**config.mk**
```make
export PLATFORM = sky130hd
export DESIGN_NAME = display_sched_flat
export DESIGN_NICKNAME = d
export VERILOG_FILES = /design/src/rtl/display_sched_if.sv /design/src/rtl/display_sched.sv /design/src/flat_wrapper.sv
export SDC_FILE = /design/constraint.sdc
export NUM_CORES = 1
export LEC_CHECK = 0
export CORE_AREA = 3 3 40 42
export CTS_BUF_LIST = sky130_fd_sc_hd__clkbuf_2 sky130_fd_sc_hd__clkbuf_4 sky130_fd_sc_hd__clkbuf_8
export DETAILED_ROUTE_END_ITERATION = 8
export DIE_AREA = 0 0 43 45
export DONT_BUFFER_PORTS = 1
export PLACE_DENSITY = 0.58
export SYNTH_ARGS = -nofsm -noshare
export SYNTH_HDL_FRONTEND = slang
export SYNTH_SLANG_ARGS = --single-unit
```
**constraint.sdc**
```tcl
create_clock -name clk -period 1.45 [get_ports clk]
set_input_delay 0.2175 -clock clk [delete_from_list [all_inputs] [get_ports clk]]
set_output_delay 0.2175 -clock clk [all_outputs]
set_load 0.005 [all_outputs]
```
**src/rtl/display_sched_if.sv**
```systemverilog
// Signal bundle between the display scheduler and its driver: second tick,
// mode button, and the view/state outputs that feed the display formatter.
interface display_sched_if;
  logic       tick_1hz;
  logic       btn_mode;
  logic       mode;
  logic [1:0] state_o;
  logic [5:0] hold_left;
  logic       mode_chg;

  modport master (
    output tick_1hz,
    output btn_mode,
    input  mode,
    input  state_o,
    input  hold_left,
    input  mode_chg
  );

  modport slave (
    input  tick_1hz,
    input  btn_mode,
    output mode,
    output state_o,
    output hold_left,
    output mode_chg
  );
endinterface

```
**src/rtl/display_sched.sv**
```systemverilog
// TIME/DATE view scheduler: a press shows DATE for DATE_HOLD_SEC seconds, a second
// press locks DATE, a third returns to TIME. Optional idle auto-rotate: DISPLAY_AUTO_ROTATE_EN.
module display_sched #(
  parameter int DATE_HOLD_SEC   = 5,
  parameter int AUTO_PERIOD_SEC = 30
) (
  input  logic           clk,
  input  logic           rst_n,
  display_sched_if.slave bus
);

  typedef enum logic [1:0] {
    TIME_SHOW = 2'b00,
    DATE_HOLD = 2'b01,
    DATE_LOCK = 2'b10,
    STATE_BAD = 2'b11
  } state_e;

  localparam logic [5:0] HOLD_LOAD = 6'(DATE_HOLD_SEC);

  state_e     state_q, state_d;
  logic [5:0] hold_left_q, hold_left_d;
  logic       mode_chg_q, mode_chg_d;
  logic       btn_q, btn_d;
  logic       press;

  // Rising edge of the level; btn_q resets high so a button held through reset is ignored.
  assign press = bus.btn_mode & ~btn_q;

`ifdef DISPLAY_AUTO_ROTATE_EN
  localparam logic [7:0] AUTO_LIMIT = 8'(AUTO_PERIOD_SEC);

  logic [7:0] idle_q, idle_d;
  logic [7:0] idle_inc;

  assign idle_inc = idle_q + 8'd1;
`else
  logic unused_auto_period;

  assign unused_auto_period = ^8'(AUTO_PERIOD_SEC);
`endif

  always_comb begin
    state_d     = state_q;
    hold_left_d = hold_left_q;
    btn_d       = bus.btn_mode;
`ifdef DISPLAY_AUTO_ROTATE_EN
    idle_d      = idle_q;
`endif

    case (state_q)
      TIME_SHOW: begin
        hold_left_d = '0;
        if (press) begin
          state_d     = DATE_HOLD;
          hold_left_d = HOLD_LOAD;
`ifdef DISPLAY_AUTO_ROTATE_EN
        end else if (bus.tick_1hz) begin
          if (idle_inc == AUTO_LIMIT) begin
            state_d     = DATE_HOLD;
            hold_left_d = HOLD_LOAD;
          end else begin
            idle_d = idle_inc;
          end
`endif
        end
      end

      DATE_HOLD: begin
        if (press) begin
          state_d     = DATE_LOCK;
          hold_left_d = '0;
        end else if (bus.tick_1hz) begin
          // A zero count cannot occur normally; treat it like the last second.
          if (hold_left_q <= 6'd1) begin
            state_d     = TIME_SHOW;
            hold_left_d = '0;
          end else begin
            hold_left_d = hold_left_q - 6'd1;
          end
        end
      end

      DATE_LOCK: begin
        hold_left_d = '0;
        if (press) begin
          state_d = TIME_SHOW;
        end
      end

      default: begin
        state_d     = TIME_SHOW;
        hold_left_d = '0;
      end
    endcase

`ifdef DISPLAY_AUTO_ROTATE_EN
    // Idle time only accumulates while TIME is both shown now and shown next.
    if ((state_q != TIME_SHOW) || (state_d != TIME_SHOW)) begin
      idle_d = '0;
    end
`endif

    mode_chg_d = (state_d == TIME_SHOW) != (state_q == TIME_SHOW);
  end

  always_ff @(posedge clk) begin
    if (!rst_n) begin
      state_q     <= TIME_SHOW;
      hold_left_q <= '0;
      mode_chg_q  <= 1'b0;
      btn_q       <= 1'b1;
`ifdef DISPLAY_AUTO_ROTATE_EN
      idle_q      <= '0;
`endif
    end else begin
      state_q     <= state_d;
      hold_left_q <= hold_left_d;
      mode_chg_q  <= mode_chg_d;
      btn_q       <= btn_d;
`ifdef DISPLAY_AUTO_ROTATE_EN
      idle_q      <= idle_d;
`endif
    end
  end

  assign bus.mode      = (state_q == TIME_SHOW);
  assign bus.state_o   = state_q;
  assign bus.hold_left = hold_left_q;
  assign bus.mode_chg  = mode_chg_q;

endmodule

```
**src/flat_wrapper.sv**
```systemverilog
// flat-port wrapper written by rule: the top's interface ports become plain ports
module display_sched_flat 
#(
  parameter int DATE_HOLD_SEC   = 5,
  parameter int AUTO_PERIOD_SEC = 30
)
  (clk, rst_n, bus_tick_1hz, bus_btn_mode, bus_mode, bus_state_o, bus_hold_left, bus_mode_chg);
  display_sched_if bus_i ();
  input  logic clk;
  input  logic rst_n;
  input wire logic [$bits(bus_i.tick_1hz)-1:0] bus_tick_1hz;
  input wire logic [$bits(bus_i.btn_mode)-1:0] bus_btn_mode;
  output wire logic [$bits(bus_i.mode)-1:0] bus_mode;
  output wire logic [$bits(bus_i.state_o)-1:0] bus_state_o;
  output wire logic [$bits(bus_i.hold_left)-1:0] bus_hold_left;
  output wire logic [$bits(bus_i.mode_chg)-1:0] bus_mode_chg;
  assign bus_i.tick_1hz = bus_tick_1hz;
  assign bus_i.btn_mode = bus_btn_mode;
  assign bus_mode = bus_i.mode;
  assign bus_state_o = bus_i.state_o;
  assign bus_hold_left = bus_i.hold_left;
  assign bus_mode_chg = bus_i.mode_chg;
  display_sched #(.DATE_HOLD_SEC(DATE_HOLD_SEC), .AUTO_PERIOD_SEC(AUTO_PERIOD_SEC)) u_core (.clk(clk), .rst_n(rst_n), .bus(bus_i));
endmodule
```
==> results.md <==
* Fin. Hold Viols at 0
* Worst R2R Start: u_core.bus.hold_left[0]
* Layout cells sized above 1 at 43.1%
* CTS tree: built
* DP Worst Slack at -0.0669 ns
* Initial antenna violation count at 0
* Grt ovf at 0
* Wire per inst at 15.1 microns
* Distinct cells, synth at 30
* DRT iter0 DRCs at 7
* Fin crit period at 1.52 ns
* Post-CTS Hold Fix Bufs at 0
* Chip Width at 43 microns
* Syn avg cell area at 8.67 sq um
* Placed Area at 592 sq um
* Mapped Cells at 59
* Worst Setup End Kind: flop
* Starting Density at 39.8%
* Vias in the first global route at 453
* Area growth syn-to-layout at 41.1%
* Timing endpoint of the critical path: u_core.bus.hold_left[2]
* Routed Antenna Nets at 0
* PortBufs at 0
* PD cells at 866 nW/um^2
* Yosys warns at 0
* Post-synthesis sequential area ratio at 39.1%
* Clock Latency Late Sink at 0.27 ns
* # rows at 13
* Worst-Margin Slew at 0.309 ns
* Placer congestion estimate at 0.756
* VDD IR max at 649 uV
* DRC viols at 0
* Synthesized net count at 65
* Via density at 5.51
* Crit path launch: u_core.bus.hold_left[0]
* Clk buf depth at 2
* Die area at 1940 sq um
* Clock-pin slew on the worst setup and hold paths at 0.07 ns
* Critical path class: flop to flop
* Most frequent cells in the layout: buf_4, dfxtp_1, nor2_1, nand2_1
* GRT Resource Usage Total at 14.7%
* Unrepaired setup endpoints after global routing: true
* Failing checks: setup timing
* Global-route wire length before repair at 2040 microns
* Hold crit path type: input pin to flop
* Wirelength, routed at 1310 microns
* Worst reg2reg path depth at 6
* Slew HR at 79.4%
* Seq cells post-synth at 10
* Clk root buf: clkbuf_4
* Finished Cell Area at 722 sq um
* Fmax achieved at 0.660 GHz
* Max_cap viols at 0
* N_diodes at 0
* Chip height at 45 microns
* CP Data Arrival Time at 1.71 ns
* Reg2Reg Setup Slack at -0.07 ns
* Most common cell after layout, fill and taps aside: buf_4
* Required @ worst endpoint at 1.65 ns
* DRT Pass-1 Iters at 4
* Synthesized area at 512 sq um
* Max-slew violations at 0
* Clock Skew at 0.00968 ns
* Status: finished, violations left
* Tcrit/Tclk final at 105%
* Vias at 479
* Final WS setup at -0.0655 ns
* Final instance count without filler cells at 87
* Cells after DPL at 80
* Clk sink count at 10
* Leak at 0.290 nW
* Largest net degree at the start of global routing at 9
* Core area at 1280 sq um
* Fill cells at 120
* Endpoints failing setup at 4
* Clock H-tree levels at 1
* Post-DP HPWL at 815 microns
* RR Endpoint: u_core.bus.hold_left[2]
* Inserted Clock Buffers at 3
* Crit-path max FO at 4
* IO Pins at 14
* Post-layout nets at 79
* CP Launch Type: flop
[repair_timing]
action                                  CTS  global route
endpoints found under the setup margin    8             7
pin swaps                                 6             6
cloned                                    0             0
setup buffers                             2             1
gates resized for setup                   6             8
[state kept, by name (all words and copies together) (netlist names)]
register              cells
u_core.bus.mode_chg       1
u_core.bus.state_o        2
u_core.bus.hold_left      6
u_core.btn_q              1
[power by group]
| part | internal [W] | switching, W |
|---|---|---|
| registers | 0.000280 | 0.00000527 |
| logic | 0.0000467 | 0.0000400 |
| clock network | 0.000152 | 0.000101 |
| total | 0.000480 | 0.000146 |
[final cells by class]
class | instances | area (sq um) | share of cell area [%]
clock buffers | 4 | 36.3 | 5.03
well taps | 15 | 18.8 | 2.60
inverters | 3 | 11.3 | 1.56
multi-input cells | 45 | 375 | 52.0
repair buffers | 10 | 75.1 | 10.4
flip-flops and latches | 10 | 205 | 28.4
[worst max-delay path, stage by stage, from the launching register on]
cell	delay, ns
dfxtp_4	0.38
inv_2	0.05
ha_4	0.17
o21bai_4	0.15
nor4_4	0.06
or4b_1	0.49
a31oi_1	0.16
[per-stage QoR]
stage          TNS, ns  total power, W  hold WS (ns)  utilization [%]
2_1_floorplan        0        0.000338         0.291                -
4_1_cts         -0.313        0.000626        0.0228             53.0
3_3_place_gp    -0.479        0.000355         0.294             46.1
3_5_place_dp    -0.238        0.000356         0.297             46.1
6_report        -0.150        0.000625        0.0319             56.2
5_1_grt         -0.492        0.000660        0.0198             56.2
[synth_stat cells (all sizes together)]
cell type | instances | area, sq um
nor2b | 3 | 18.8
o31ai | 1 | 7.51
nand3b | 1 | 7.51
and2b | 1 | 7.51
nor4 | 1 | 6.26
mux2i | 1 | 10.0
or2 | 2 | 12.5
or3 | 2 | 12.5
a31oi | 1 | 6.26
or4b | 2 | 20.0
clkbuf | 1 | 5.00
inv | 3 | 11.3
nor3b | 1 | 7.51
a21boi | 1 | 7.51
nand2 | 4 | 15.0
or4bb | 1 | 11.3
nand4 | 1 | 6.26
o21bai | 1 | 7.51
nand2b | 2 | 12.5
o22a | 1 | 10.0
o21ai | 2 | 10.0
dfxtp | 10 | 200
nand3 | 2 | 10.0
or2b | 1 | 7.51
a21oi | 4 | 20.0
a21o | 1 | 7.51
ha | 2 | 25.0
nor3 | 1 | 5.00
nor2 | 4 | 15.0
a2bb2oi | 1 | 8.76
[logic make-up (layout without fill, tap and decap cells)]
kind of cell / count (synthesis) / after routing / share of synthesized area [%]
buffers and inverters: 4 / 17 / 3.18
and+or+nand+nor: 29 / 29 / 34.2
adders and majority gates: 2 / 2 / 4.89
muxes: 1 / 1 / 1.96
AOI/OAI and AO/OA: 13 / 13 / 16.6
DFF: 10 / 10 / 39.1
[worst min path at each step]
stage	start	end	cells past startpoint
6_report	rst_n	u_core.btn_q	1
3_5_place_dp	rst_n	u_core.btn_q	1
2_1_floorplan	rst_n	u_core.btn_q	1
4_1_cts	rst_n	u_core.btn_q	1
5_1_grt	rst_n	u_core.btn_q	1
3_3_place_gp	rst_n	u_core.btn_q	1
[metal layers]
metal | vias up | track usage (%) | wire, microns
met5 | - | 0 | 0
met4 | 0 | 3.61 | 11
met3 | 2 | 8.37 | 96
met2 | 16 | 24.9 | 674
met1 | 221 | 16.1 | 529
li1 | 240 | - | -
Note: power is estimated with default switching activity, not from simulation.
